**src/rtl/fetch_unit_if.sv**
```systemverilog
// Fetch-side bus bundle: imem request/response channels, redirect input and decode output.
interface fetch_unit_if #(
  parameter int XLEN = 32
);
  logic            imem_req_valid;
  logic            imem_req_ready;
  logic [XLEN-1:0] imem_req_addr;
  logic            imem_resp_valid;
  logic [XLEN-1:0] imem_resp_data;
  logic            redirect_valid;
  logic [XLEN-1:0] redirect_pc;
  logic            out_valid;
  logic            out_ready;
  logic [XLEN-1:0] out_insn;
  logic [XLEN-1:0] out_pc;

  // master is the fetch unit's view of the bundle
  modport master (
    output imem_req_valid, imem_req_addr, out_valid, out_insn, out_pc,
    input  imem_req_ready, imem_resp_valid, imem_resp_data,
           redirect_valid, redirect_pc, out_ready
  );

  modport slave (
    input  imem_req_valid, imem_req_addr, out_valid, out_insn, out_pc,
    output imem_req_ready, imem_resp_valid, imem_resp_data,
           redirect_valid, redirect_pc, out_ready
  );
endinterface

```
**src/rtl/fetch_unit.sv**
```systemverilog
// Fetch stage: issues word-addressed PCs to imem, queues in-order responses for decode.
// Redirect clears the queue and arms a drop counter for responses already in flight.
module fetch_unit #(
  parameter int              XLEN            = 32,
  parameter int              QUEUE_DEPTH     = 4,
  parameter int              MAX_OUTSTANDING = 2,
  parameter logic [XLEN-1:0] RESET_PC        = '0
) (
  input logic          clk,
  input logic          rst,
  fetch_unit_if.master bus
);
  localparam int QW = $clog2(QUEUE_DEPTH);
  localparam int CW = QW + 1;
  localparam int AW = (MAX_OUTSTANDING > 1) ? $clog2(MAX_OUTSTANDING) : 1;
  localparam int IW = $clog2(MAX_OUTSTANDING + 1);
  localparam logic [IW-1:0] MAX_OS  = IW'(MAX_OUTSTANDING);
  localparam logic [AW-1:0] AF_LAST = AW'(MAX_OUTSTANDING - 1);

  typedef struct packed {
    logic [XLEN-1:0] pc;
    logic [XLEN-1:0] insn;
  } fq_entry_t;

  logic [XLEN-1:0] fetch_pc_q, fetch_pc_d;
  logic [XLEN-1:0] af_mem_q [MAX_OUTSTANDING];
  logic [AW-1:0]   af_wr_q, af_wr_d, af_rd_q, af_rd_d;
  logic [IW-1:0]   inflight_q, inflight_d, drop_q, drop_d;
  fq_entry_t       fq_mem_q [QUEUE_DEPTH];
  logic [QW-1:0]   head_q, head_d, tail_q, tail_d;
  logic [CW-1:0]   count_q, count_d;
  logic [31:0]     credit_used;
  logic            redirect, req_fire, resp_fire, q_push, q_pop;

  assign redirect  = bus.redirect_valid;
  assign resp_fire = bus.imem_resp_valid;

  // Live responses (inflight minus those already marked stale) each own a queue slot.
  assign credit_used = 32'(count_q) + 32'(inflight_q) - 32'(drop_q);

  assign bus.imem_req_valid = !rst && !redirect && (inflight_q < MAX_OS) &&
                              (credit_used < 32'(QUEUE_DEPTH));
  assign bus.imem_req_addr  = fetch_pc_q;
  assign req_fire           = bus.imem_req_valid && bus.imem_req_ready;

  assign q_push        = resp_fire && !redirect && (drop_q == '0);
  assign bus.out_valid = !rst && !redirect && (count_q != '0);
  assign q_pop         = bus.out_valid && bus.out_ready;
  assign bus.out_pc    = fq_mem_q[head_q].pc;
  assign bus.out_insn  = fq_mem_q[head_q].insn;

  always_comb begin
    fetch_pc_d = fetch_pc_q;
    af_wr_d    = af_wr_q;
    af_rd_d    = af_rd_q;
    drop_d     = drop_q;
    head_d     = head_q;
    tail_d     = tail_q;
    count_d    = count_q;
    inflight_d = inflight_q + IW'(req_fire) - IW'(resp_fire);

    if (req_fire) begin
      fetch_pc_d = fetch_pc_q + 1'b1;
      af_wr_d    = (af_wr_q == AF_LAST) ? '0 : af_wr_q + 1'b1;
    end
    // Every response consumes its address, even when it is discarded.
    if (resp_fire) begin
      af_rd_d = (af_rd_q == AF_LAST) ? '0 : af_rd_q + 1'b1;
    end

    if (redirect) begin
      fetch_pc_d = bus.redirect_pc;
      drop_d     = inflight_q - IW'(resp_fire);
      head_d     = '0;
      tail_d     = '0;
      count_d    = '0;
    end else begin
      if (resp_fire && (drop_q != '0)) begin
        drop_d = drop_q - 1'b1;
      end
      if (q_push) begin
        tail_d = tail_q + 1'b1;
      end
      if (q_pop) begin
        head_d = head_q + 1'b1;
      end
      count_d = count_q + CW'(q_push) - CW'(q_pop);
    end
  end

  always_ff @(posedge clk) begin
    if (rst) begin
      fetch_pc_q <= RESET_PC;
      af_wr_q    <= '0;
      af_rd_q    <= '0;
      inflight_q <= '0;
      drop_q     <= '0;
      head_q     <= '0;
      tail_q     <= '0;
      count_q    <= '0;
    end else begin
      fetch_pc_q <= fetch_pc_d;
      af_wr_q    <= af_wr_d;
      af_rd_q    <= af_rd_d;
      inflight_q <= inflight_d;
      drop_q     <= drop_d;
      head_q     <= head_d;
      tail_q     <= tail_d;
      count_q    <= count_d;
    end
  end

  // Storage needs no reset: validity is tracked entirely by the pointers and counters.
  always_ff @(posedge clk) begin
    if (req_fire) begin
      af_mem_q[af_wr_q] <= fetch_pc_q;
    end
    if (q_push) begin
      fq_mem_q[tail_q] <= '{pc: af_mem_q[af_rd_q], insn: bus.imem_resp_data};
    end
  end

  a_resp_without_request: assert property (
    @(posedge clk) disable iff (rst) !(resp_fire && (inflight_q == '0)));

  a_queue_overflow: assert property (
    @(posedge clk) disable iff (rst) !(q_push && !q_pop && (count_q == CW'(QUEUE_DEPTH))));
endmodule
```
**src/flat_wrapper.sv**
```systemverilog
// flat-port wrapper written by rule: the top's interface ports become plain ports
module fetch_unit_flat 
#(
  parameter int              XLEN            = 32,
  parameter int              QUEUE_DEPTH     = 4,
  parameter int              MAX_OUTSTANDING = 2,
  parameter logic [XLEN-1:0] RESET_PC        = '0
)
  (clk, rst, bus_imem_req_valid, bus_imem_req_addr, bus_out_valid, bus_out_insn, bus_out_pc, bus_imem_req_ready, bus_imem_resp_valid, bus_imem_resp_data, bus_redirect_valid, bus_redirect_pc, bus_out_ready);
  fetch_unit_if #(.XLEN(XLEN)) bus_i ();
  input logic clk;
  input logic rst;
  output wire logic [$bits(bus_i.imem_req_valid)-1:0] bus_imem_req_valid;
  output wire logic [$bits(bus_i.imem_req_addr)-1:0] bus_imem_req_addr;
  output wire logic [$bits(bus_i.out_valid)-1:0] bus_out_valid;
  output wire logic [$bits(bus_i.out_insn)-1:0] bus_out_insn;
  output wire logic [$bits(bus_i.out_pc)-1:0] bus_out_pc;
  input wire logic [$bits(bus_i.imem_req_ready)-1:0] bus_imem_req_ready;
  input wire logic [$bits(bus_i.imem_resp_valid)-1:0] bus_imem_resp_valid;
  input wire logic [$bits(bus_i.imem_resp_data)-1:0] bus_imem_resp_data;
  input wire logic [$bits(bus_i.redirect_valid)-1:0] bus_redirect_valid;
  input wire logic [$bits(bus_i.redirect_pc)-1:0] bus_redirect_pc;
  input wire logic [$bits(bus_i.out_ready)-1:0] bus_out_ready;
  assign bus_imem_req_valid = bus_i.imem_req_valid;
  assign bus_imem_req_addr = bus_i.imem_req_addr;
  assign bus_out_valid = bus_i.out_valid;
  assign bus_out_insn = bus_i.out_insn;
  assign bus_out_pc = bus_i.out_pc;
  assign bus_i.imem_req_ready = bus_imem_req_ready;
  assign bus_i.imem_resp_valid = bus_imem_resp_valid;
  assign bus_i.imem_resp_data = bus_imem_resp_data;
  assign bus_i.redirect_valid = bus_redirect_valid;
  assign bus_i.redirect_pc = bus_redirect_pc;
  assign bus_i.out_ready = bus_out_ready;
  fetch_unit #(.XLEN(XLEN), .QUEUE_DEPTH(QUEUE_DEPTH), .MAX_OUTSTANDING(MAX_OUTSTANDING), .RESET_PC(RESET_PC)) u_core (.clk(clk), .rst(rst), .bus(bus_i));
endmodule
```
**config.mk**
```make
export PLATFORM = sky130hd
export DESIGN_NAME = fetch_unit_flat
export DESIGN_NICKNAME = d
export VERILOG_FILES = /design/src/rtl/fetch_unit_if.sv /design/src/rtl/fetch_unit.sv /design/src/flat_wrapper.sv
export SDC_FILE = /design/constraint.sdc
export NUM_CORES = 1
export LEC_CHECK = 0
export BUFFER_PORTS_ARGS = -buffer_cell sky130_fd_sc_hd__buf_4
export CORE_UTILIZATION = 60
export CTS_CLUSTER_SIZE = 30
export DETAILED_ROUTE_END_ITERATION = 6
export HOLD_SLACK_MARGIN = 0.03
export PLACE_DENSITY = 0.82
export SYNTH_ARGS = -nofsm -noshare
export SYNTH_HDL_FRONTEND = slang
export SYNTH_SLANG_ARGS = --single-unit
export TNS_END_PERCENT = 5
```
**constraint.sdc**
```tcl
create_clock -name clk -period 11.3 [get_ports clk]
set_input_delay 2.26 -clock clk [delete_from_list [all_inputs] [get_ports clk]]
set_output_delay 2.26 -clock clk [all_outputs]
set_load 0.01 [all_outputs]
```
==> summary.md <==
| Metric | Value |
|---|---|
| Wire per inst | `21.1 um` |
| Worst path max stage delay | `0.42 ns` |
| CP startpoint | `rst` |
| TNS Setup | `0 ns` |
| Internal power | `2250 uW` |
| Final period util | `0.488` |
| Root Buffer | `clkbuf_16` |
| Final Net Count | `1038` |
| Synth warn | `0` |
| Final GP Congestion | `0.872` |
| HP Class | `reg2reg` |
| Netlist area before placement | `about 14000 um2` |
| CTS resizes | `0` |
| CTS tree | `yes` |
| Syn nets | `about 860` |
| Max frequency | `181 MHz` |
| Routed Antenna Nets | `0` |
| Vias per cell | `between 5 and 6` |
| Area Overhead vs Synth | `18.7%` |
| Psw | `between 600 and 700 uW` |
| Most frequent cells after synthesis | `edfxtp_1 (320), mux4_2 (64), dfxtp_1 (48), nand2_1 (42), mux2_2 (33)` |
| FF+latch count, synth | `368` |
| DP HPWL | `~16000 um` |
| DRT iter0 DRCs | `between 600 and 700` |
| Reg power frac | `0.538` |
| # diodes | `0` |
| Worst-skew pair later-pin latency | `between 0.5 and 0.6 ns` |
| Synth top area share | `0.671` |
| Average cell area after synthesis | `18.4 um2` |
| CP Class | `in2out` |
| CTS Buf Count | `37` |
| Worst Max-Slew Pin Slew | `between 1 and 1.5 ns` |
| Pre-antenna DRT Iters | `6` |
| Fin Hold WS | `0.518 ns` |
| Total Die Area | `24500 um2` |
| # rows | `56` |
| Crit path DAT | `3.26 ns` |
| Total grt overflow | `0` |
| Die Y | `156 um` |
| Relative slew slack | `0.310` |
| Status | `finished, final reports clean` |
| Drt drc | `0` |
| Final Hold Viols | `0` |
| CTS clk-pin slew, worst paths | `0.06 ns` |
| Hold Startpoint | `u_core.tail_q[1]` |
| Async SR Flop Fraction | `0` |
| Post-Synthesis Cells | `778` |
| Critical path required time | `9.04 ns` |
| Critical Path Sink Type | `output pin` |
| Sw Ratio | `0.211` |
| Clock skew | `0.0309 ns` |
| Clock power share | `0.395` |
| DIE WIDTH | `156 um` |
| Area leader, netlist | `edfxtp_1` |
| # H-tree levels | `2` |
| CP Launch Type | `primary input` |
| Gate power share | `0.066` |
| Max_cap viols | `0` |
| Pleak | `about 0.0057 uW` |
| Setup bufs post-CTS | `0` |
| Tot GR Track Use | `0.233` |
| Number of synthesized flops with an enable pin | `320` |
| Top-count cell post-synth | `edfxtp_1` |
| Slowest-stage cell, CP | `or2_2` |
| Final setup viols | `0` |
| Crit-path most repeated cell | `buf_4` |
| Initial antenna violation count | `0` |
| Global-route wire length before repair | `42600 um` |
| Clk buf depth | `3` |
| Worst path cell trace | `buf_4, or2_2, nor2_1, buf_4` |
| I/O Buffers | `167` |
| Max VDD drop | `0.0907 mV` |
| Reg-to-Reg Start | `u_core.count_q[0]` |
| Vias | `7695` |
| Vias in the first global route | `7762` |
| Share of cells above drive strength 1 | `0.346` |
| Ys flop type | `edfxtp_1` |
| Clock sink count | `368` |
| Worst-path maximum fanout | `49` |
| Hold_buf cts | `0` |
| WL final | `27300 um` |
| Initial Utilization | `0.612` |
| Power Density | `168 nW/um2` |
| Fill cell count | `1461` |
| Synth unique cells | `51` |
| Post-synthesis sequential area ratio | `0.739` |
| Minimum clock period after layout | `5.52 ns` |
| Synth area leaders | `edfxtp_1 (67%), mux4_2 (10%), dfxtp_1 (6.7%), mux2_2 (2.6%), ha_1 (1.1%)` |
| RSZ-0062 raised after global routing | `false` |
| IO Pins | `168` |
| Fin. max-slew vios | `0` |
| Largest net degree at the start of global routing | `65` |
| Core area | `about 23000 um2` |
per-layer routing:
layer | vias up | GRT usage | routed length (um)
met5 | - | 0 | 0
met4 | 0 | 0.0887 | 747
met3 | 56 | 0.0532 | 1990
met2 | 300 | 0.376 | 13500
met1 | 3865 | 0.312 | 11100
li1 | 3474 | - | -
power by group through the flow:
stage	sequential, uW	clock, uW	combinational [uW]
6_report	1540	1130	189
5_1_grt	1540	1200	205
4_1_cts	1540	1150	190
3_5_place_dp	1570	0	189
3_3_place_gp	1560	0	184
2_1_floorplan	1560	0	105
worst paths after layout:
kind                                       end  slack (ns)  cells after the start
setup / recovery                 bus_out_valid        5.78                      4
hold / removal                u_core.tail_q[1]        0.52                      2
setup reg to reg  u_core.bus.imem_req_addr[12]        7.33                     11
hold reg to reg               u_core.tail_q[1]        0.52                      2
cells by family (layout without fill, tap and decap cells):
group	count (synthesis)	count (layout)	share of synthesized area
flops	368	368	0.739
xor+xnor	21	21	0.0144
buf+inv	48	249	0.0139
simple gates	159	159	0.0583
compound gates	70	70	0.0339
mux	97	97	0.127
fa+ha+maj	15	15	0.0142
area by class of cell:
cell class | count | area, um2 | area share
repair buffers | 171 | 1280 | 0.0756
well taps | 319 | 399 | 0.0235
multi-input cells | 362 | 3560 | 0.210
clock buffers | 48 | 1010 | 0.0594
inverters | 13 | 48.8 | 0.00287
flip-flops and latches | 368 | 10600 | 0.623
clock inverters | 17 | 110 | 0.00648
cells in the final DEF, fill, tap and decap left out, types with 9 or more instances in the layout:
| cell type | n |
|---|---|
| clkbuf_16 | 39 |
| dfxtp_1 | 46 |
| mux2_2 | 33 |
| clkbuf_1 | 9 |
| buf_4 | 171 |
| a31oi_1 | 11 |
| a21oi_1 | 20 |
| nor4_1 | 10 |
| nor2_1 | 30 |
| xnor2_1 | 15 |
| mux4_2 | 64 |
| nand3_1 | 15 |
| nor3_1 | 9 |
| edfxtp_1 | 320 |
| nand2_1 | 42 |
| inv_1 | 13 |
| clkinv_1 | 9 |
| ha_1 | 13 |
metrics by stage:
step                area (um2)   util  setup WS [ns]  cells  total power [uW]
finish                   17000  0.726           5.78   1298              2860
detailed placement       15900  0.678           5.80   1233              1750
global route             17000  0.726           5.72   1298              2940
CTS                      17000  0.726           5.79   1298              2880
global placement         15900  0.678           5.82   1233              1750
floorplan                14300      -           5.97    778              1670
critical path: cells and delay by family:
kind / cells / cell delay [ns]
buf+inv: 2 / 0.40
simple gates: 2 / 0.58
state kept, by name, indices dropped and copies added (netlist names), named ones only:
| register | cells |
|---|---|
| u_core.inflight_q | 2 |
| u_core.drop_q | 2 |
| u_core.fq_mem_q | 256 |
| u_core.count_q | 3 |
| u_core.head_q | 2 |
| u_core.af_rd_q | 1 |
| u_core.bus.imem_req_addr | 32 |
| u_core.af_mem_q | 64 |
| u_core.af_wr_q | 1 |
| u_core.tail_q | 2 |
Note: power is estimated with default switching activity, not from simulation.
